File: src/rtl/tmds_channel_decoder_pkg.sv
// Shared TMDS code tables and alignment FSM encoding for the channel decoder.
package tmds_channel_decoder_pkg;

  // Index i holds the token that carries {c1,c0} = i.
  localparam logic [3:0][9:0] TMDS_CTRL_TOKEN = {10'h2AB, 10'h154, 10'h0AB, 10'h354};

  localparam logic [9:0] GUARD_VIDEO_CH02 = 10'h2CC;
  localparam logic [9:0] GUARD_VIDEO_CH1  = 10'h133;

  typedef enum logic [1:0] {
    SEARCH,
    SLIP,
    LOCKED
  } tmds_align_state_t;

  function automatic logic [9:0] terc4_encode(input logic [3:0] nibble);
    logic [9:0] code;
    code = 10'h29C;
    case (nibble)
      4'h0: code = 10'h29C;
      4'h1: code = 10'h263;
      4'h2: code = 10'h2E4;
      4'h3: code = 10'h2E2;
      4'h4: code = 10'h171;
      4'h5: code = 10'h11E;
      4'h6: code = 10'h18E;
      4'h7: code = 10'h13C;
      4'h8: code = 10'h2CC;
      4'h9: code = 10'h139;
      4'hA: code = 10'h19C;
      4'hB: code = 10'h2C6;
      4'hC: code = 10'h28E;
      4'hD: code = 10'h271;
      4'hE: code = 10'h163;
      4'hF: code = 10'h2C3;
      default: code = 10'h29C;
    endcase
    return code;
  endfunction

endpackage

File: src/rtl/tmds_word_decode.sv
// Combinational classification and decode of one aligned 10-bit TMDS word.
module tmds_word_decode
  import tmds_channel_decoder_pkg::*;
#(
  parameter int CHANNEL = 0
) (
  input  logic [9:0] word,
  output logic       is_ctrl,
  output logic [1:0] ctrl,
  output logic       is_terc4,
  output logic [3:0] terc4,
  output logic       is_guard,
  output logic [7:0] data
);

  logic [7:0] q;

  always_comb begin
    is_ctrl  = 1'b0;
    ctrl     = 2'b00;
    is_terc4 = 1'b0;
    terc4    = 4'h0;
    for (int i = 0; i < 4; i++) begin
      if (word == TMDS_CTRL_TOKEN[i]) begin
        is_ctrl = 1'b1;
        ctrl    = 2'(i);
      end
    end
    for (int n = 0; n < 16; n++) begin
      if (word == terc4_encode(4'(n))) begin
        is_terc4 = 1'b1;
        terc4    = 4'(n);
      end
    end
    // Channel 1 uses the complementary guard pattern; 0 and 2 share 0x2CC.
    is_guard = (CHANNEL == 1) ? (word == GUARD_VIDEO_CH1) : (word == GUARD_VIDEO_CH02);

    q       = word[9] ? ~word[7:0] : word[7:0];
    data    = 8'h00;
    data[0] = q[0];
    for (int i = 1; i < 8; i++) begin
      data[i] = word[8] ? (q[i] ^ q[i-1]) : ~(q[i] ^ q[i-1]);
    end
  end

endmodule

File: src/rtl/tmds_channel_decoder.sv
// One TMDS receive channel: bitslip-based word alignment plus registered
// decode of control tokens, TERC4 symbols and 8b video data.
module tmds_channel_decoder
  import tmds_channel_decoder_pkg::*;
#(
  parameter int CHANNEL       = 0,
  parameter int CTRL_RUN      = 16,
  parameter int SEARCH_WINDOW = 4096,
  parameter int SLIP_WAIT     = 4,
  parameter int LOCK_TIMEOUT  = 4096
) (
  input  logic       I_clk_pixel,
  input  logic       I_reset_n,
  input  logic [9:0] I_word,
  output logic       O_bitslip,
  output logic       O_locked,
  output logic       O_de,
  output logic [7:0] O_data,
  output logic [1:0] O_ctrl,
  output logic       O_is_ctrl,
  output logic       O_is_terc4,
  output logic [3:0] O_terc4,
  output logic       O_guard
);

  localparam int RUN_W  = $clog2(CTRL_RUN + 1);
  localparam int WIN_W  = $clog2(SEARCH_WINDOW + 1);
  localparam int WAIT_W = $clog2(SLIP_WAIT + 1);
  localparam int TO_W   = $clog2(LOCK_TIMEOUT + 1);

  localparam logic [RUN_W-1:0]  RUN_LAST  = RUN_W'(CTRL_RUN - 1);
  localparam logic [WIN_W-1:0]  WIN_LAST  = WIN_W'(SEARCH_WINDOW - 1);
  localparam logic [WAIT_W-1:0] WAIT_LAST = WAIT_W'(SLIP_WAIT - 1);
  localparam logic [TO_W-1:0]   TO_LIMIT  = TO_W'(LOCK_TIMEOUT);

  logic       dec_is_ctrl;
  logic [1:0] dec_ctrl;
  logic       dec_is_terc4;
  logic [3:0] dec_terc4;
  logic       dec_is_guard;
  logic [7:0] dec_data;

  tmds_word_decode #(
    .CHANNEL(CHANNEL)
  ) u_word_decode (
    .word    (I_word),
    .is_ctrl (dec_is_ctrl),
    .ctrl    (dec_ctrl),
    .is_terc4(dec_is_terc4),
    .terc4   (dec_terc4),
    .is_guard(dec_is_guard),
    .data    (dec_data)
  );

  tmds_align_state_t  state, state_nxt;
  logic [RUN_W-1:0]   run_cnt, run_nxt;
  logic [WIN_W-1:0]   win_cnt, win_nxt;
  logic [WAIT_W-1:0]  wait_cnt, wait_nxt;
  logic [TO_W-1:0]    to_cnt, to_nxt;
  logic               slip_req;

  always_ff @(posedge I_clk_pixel or negedge I_reset_n) begin
    if (!I_reset_n) begin
      state    <= SEARCH;
      run_cnt  <= '0;
      win_cnt  <= '0;
      wait_cnt <= '0;
      to_cnt   <= '0;
    end else begin
      state    <= state_nxt;
      run_cnt  <= run_nxt;
      win_cnt  <= win_nxt;
      wait_cnt <= wait_nxt;
      to_cnt   <= to_nxt;
    end
  end

  // Counters not owned by the current state are held at zero, so every state
  // is entered with clean counters.
  always_comb begin
    state_nxt = state;
    run_nxt   = '0;
    win_nxt   = '0;
    wait_nxt  = '0;
    to_nxt    = '0;
    slip_req  = 1'b0;
    unique case (state)
      SEARCH: begin
        if (dec_is_ctrl && (run_cnt == RUN_LAST)) begin
          state_nxt = LOCKED;
        end else if (win_cnt == WIN_LAST) begin
          slip_req  = 1'b1;
          state_nxt = SLIP;
        end else begin
          run_nxt = dec_is_ctrl ? ((&run_cnt) ? run_cnt : run_cnt + 1'b1) : '0;
          win_nxt = dec_is_ctrl ? '0 : ((&win_cnt) ? win_cnt : win_cnt + 1'b1);
        end
      end
      SLIP: begin
        if (wait_cnt == WAIT_LAST) begin
          state_nxt = SEARCH;
        end else begin
          wait_nxt = wait_cnt + 1'b1;
        end
      end
      LOCKED: begin
        if (to_cnt == TO_LIMIT) begin
          state_nxt = SEARCH;
        end else begin
          to_nxt = dec_is_ctrl ? '0 : ((&to_cnt) ? to_cnt : to_cnt + 1'b1);
        end
      end
      default: state_nxt = SEARCH;
    endcase
  end

  assign O_bitslip = slip_req;
  assign O_locked  = (state == LOCKED);

  // Decode results are registered regardless of lock; ctrl and terc4 hold
  // their last valid value between matching words.
  always_ff @(posedge I_clk_pixel or negedge I_reset_n) begin
    if (!I_reset_n) begin
      O_de       <= 1'b0;
      O_data     <= 8'h00;
      O_ctrl     <= 2'b00;
      O_is_ctrl  <= 1'b0;
      O_is_terc4 <= 1'b0;
      O_terc4    <= 4'h0;
      O_guard    <= 1'b0;
    end else begin
      O_de       <= !dec_is_ctrl && !dec_is_terc4;
      O_data     <= dec_data;
      O_is_ctrl  <= dec_is_ctrl;
      O_is_terc4 <= dec_is_terc4;
      O_guard    <= dec_is_guard;
      if (dec_is_ctrl) begin
        O_ctrl <= dec_ctrl;
      end
      if (dec_is_terc4) begin
        O_terc4 <= dec_terc4;
      end
    end
  end

endmodule
File: config.mk
export PLATFORM = sky130hd
export DESIGN_NAME = tmds_channel_decoder
export DESIGN_NICKNAME = d
export VERILOG_FILES = /design/src/rtl/tmds_channel_decoder_pkg.sv /design/src/rtl/tmds_word_decode.sv /design/src/rtl/tmds_channel_decoder.sv
export SDC_FILE = /design/constraint.sdc
export NUM_CORES = 1
export LEC_CHECK = 0
export CORE_AREA = 4 4 80 82
export DETAILED_ROUTE_END_ITERATION = 7
export DIE_AREA = 0 0 84 86
export DONT_BUFFER_PORTS = 1
export PLACE_DENSITY_LB_ADDON = 0.15
export SLEW_MARGIN = 20
export SYNTH_ARGS = -nofsm -noshare
export SYNTH_HDL_FRONTEND = slang
export SYNTH_SLANG_ARGS = --single-unit
File: constraint.sdc
create_clock -name I_clk_pixel -period 2.9 [get_ports I_clk_pixel]
set_input_delay 0.435 -clock I_clk_pixel [delete_from_list [all_inputs] [get_ports I_clk_pixel]]
set_output_delay 0.435 -clock I_clk_pixel [all_outputs]
set_load 0.02 [all_outputs]
==> impl_metrics.ini <==
[place]
place.gp.congestion = 0.855
dpl.hpwl_mm = 4.08
portBuffers = 0
post-place-ws_ns = 0.531

[critical_path]
crit_arrival_ns = 2.19
r2r-end = to_cnt[6]
r2r_slack_ns = 0.80
rr_startpoint = to_cnt[0]
r2r_cells = 7
path_max_fanout = 4
startpoint = win_cnt[0]
crit_end = O_bitslip
cp-start-kind = flip-flop
cp-end-kind = output pin
critical_path_class = reg -> out
cp.required_ns = 2.47

[synth]
syn-cell-area_sq_mm = 0.00303
synth_edf_count = 0
ys_ff_latch = 54
yosys.area_share.adder_pct = 2.89
synth_cells = 299
synth_top_family_by_area = simple AND/OR/NAND/NOR gates
ys_seq_area_share_pct = 44.6
synth-warning-count = 0
yosys.area_share.simple_pct = 29.9
avgSynthCellArea_sq_um = 10.1
synth_ff_type = dfrtp_1
synth_cell_types = 62
synth_xor_xnor_area_share_pct = 9.54
synth_compound_area_share_pct = 8.34
syn-num-nets = 318
synthArstFlopShare_pct = 100
synth_mux_area_share_pct = 0.702

[cts]
cts-root-buf = clkbuf_8
clockBufferDepth = 2
cts_tree = built
clock_latency_ns = 0.31
htreeDepth = 2
cts_buffers = 5
path_clk_slew_ns = 0.09
clock_sinks = 54

[global_route]
grt_pass1_wl_mm = 9.82
grt_pass1_vias = 2066
antenna_found_initial = 0
grt_usage_pct = 16.9
grt_max_degree = 55
grt_overflow_total = 0

[floorplanning]
die-area_sq_mm = 0.00722
die_x_microns = 84
fp.coreArea_sq_mm = 0.00575
die_y_microns = 86
pin_count = 32
start_util_pct = 52.7
floorplan.rows = 28

[sta]
fin_ws_ns = 0.274
fin_crit_sh_pct = 90.5
finClkSkew_ns = 0.0118
rsz0062_at_grt = false
slew_headroom_pct = 66.0
min_period_ns = 2.63
finalSetupViolCount = 0
tightestPinTransition_ns = 0.509
drv_slew = 0
tns_ns = 0
hold_viol_final = 0
fmax_mhz = 381

[route]
vias_per_cell = 5.85
num_vias = 2175
drt_iter0_drc = 93
routedWlPerCell_microns = 15.5
wl_mm = 5.75
antenna_left = 0
drcViolationCount = 0
first_pass_iters = 4

[final_layout]
drive_gt1_share_pct = 10.8
fin_util_pct = 55.9
num_antenna_cells = 0
nNetsFinal = 315
area_delta_synth_final_pct = 6.03

[run]
maxCapViolCount = 0

[pwr]
ir_worst_vdd_uv = 352
power.density_mw_per_mm2 = 535
leakagePower_uw = 0.00139

[outcome]
status = finished clean

[min_path]
hold_class = in -> reg
## kinds of logic after synthesis
group / after synthesis
and+or+nand+nor: 143
DFF: 54
AOI/OAI and AO/OA: 37
xor gates and xnor gates: 33
buffers and inverters: 23
adders and majority gates: 7
muxes: 2
## registers in the layout, indices dropped and copies added (netlist names)
register    count
to_cnt         13
win_cnt        13
O_data          8
run_cnt         5
O_terc4         4
wait_cnt        3
O_ctrl          2
state           2
O_de            1
O_guard         1
O_is_ctrl       1
O_is_terc4      1
## worst max-delay path, cell delays in order (launching register included)
cell and delay, ns:
dfrtp_1 0.38, ha_1 0.20, nand3_1 0.14, nor4_4 0.34, nand2b_1 0.22, a2111oi_2 0.40
buf_4 0.21
## routing by layer
metal | vias to the layer above | track usage (%) | share of wire, %
met5 | - | 0 | 0
met4 | 0 | 5.56 | 1.3
met3 | 8 | 5.00 | 5.4
met2 | 49 | 26.2 | 47
met1 | 1059 | 22.7 | 47
li1 | 1059 | - | -
## how the worst min path moves through the flow
stage	startpoint	endpoint	slack, ns	depth (start not counted)
final	I_word[9]	O_data[0]	0.21	1
after floorplan	I_reset_n	O_ctrl[0]	0.14	0
after global routing	I_word[9]	O_data[0]	0.19	1
after CTS	I_word[9]	O_data[0]	0.20	1
after global placement	I_reset_n	win_cnt[9]	0.14	0
after detailed placement	I_reset_n	win_cnt[9]	0.14	0
## cells in the mapped netlist (3+ instances only)
cell type / count / area, sq um
nor4b_1: 5 / 43.8
nor4bb_1: 3 / 30.0
nor2_1: 32 / 120
nand2b_1: 4 / 25.0
o21ai_0: 4 / 20.0
and2_1: 3 / 18.8
xor2_1: 21 / 184
and3_1: 10 / 62.6
xnor2_1: 12 / 105
nand3_1: 12 / 60.1
inv_1: 9 / 33.8
and3b_1: 3 / 26.3
a31oi_1: 3 / 18.8
nor2b_1: 8 / 50.1
nand2_1: 17 / 63.8
dfrtp_1: 54 / 1350
nor2_2: 4 / 25.0
nand4_1: 14 / 87.6
nor3b_1: 4 / 30.0
nand3_2: 3 / 30.0
buf_2: 9 / 45.0
o21ai_1: 4 / 20.0
a21oi_1: 7 / 35.0
ha_1: 7 / 87.6
## what timing repair did
item	CTS	global route
hold endpoints to repair	54	0
setup buffers	0	0
endpoints found under the setup margin	0	1
resized for setup	0	1
hold buffers	2	0
## through the flow
stage	area, sq um	total power, uW	hold WS, ns	std cells
finish	3210	1720	0.210	372
floorplan	3030	1170	0.139	299
CTS	3210	1740	0.199	372
detailed placement	3050	1200	0.141	362
global placement	3050	1190	0.141	362
global route	3210	1820	0.189	372
## cells in the final DEF, fill, tap and decap left out, types with 3 or more instances in the layout
cell | Yosys | routed
a21oi_1 | 7 | 7
a31oi_1 | 3 | 3
and2_1 | 3 | 3
and3_1 | 10 | 10
and3b_1 | 3 | 3
clkbuf_8 | 0 | 5
dfrtp_1 | 54 | 54
ha_1 | 7 | 7
inv_1 | 9 | 9
nand2_1 | 17 | 17
nand2b_1 | 4 | 4
nand3_1 | 12 | 12
nand3_2 | 3 | 3
nand4_1 | 14 | 14
nor2_1 | 32 | 32
nor2_2 | 4 | 4
nor2b_1 | 8 | 8
nor3b_1 | 4 | 4
nor4b_1 | 5 | 5
nor4bb_1 | 3 | 3
o21ai_0 | 4 | 4
o21ai_1 | 4 | 4
xnor2_1 | 12 | 12
xor2_1 | 21 | 21
## report_power, final
part	leakage, uW	internal (uW)	switching (uW)
clock	0.0000587	262	253
combinational	0.000627	119	121
sequential	0.000701	841	121
## final cells by class
class / count / area, sq um
Clock buffer: 5 / 68.8
Clock inverter: 3 / 47.5
Fill cell: 509 / 2530
Inverter: 10 / 42.5
Multi-Input combinational cell: 222 / 1560
Sequential cell: 54 / 1350
Tap cell: 75 / 93.8
Timing Repair Buffer: 3 / 45.0
Note: power is estimated with default switching activity, not from simulation.
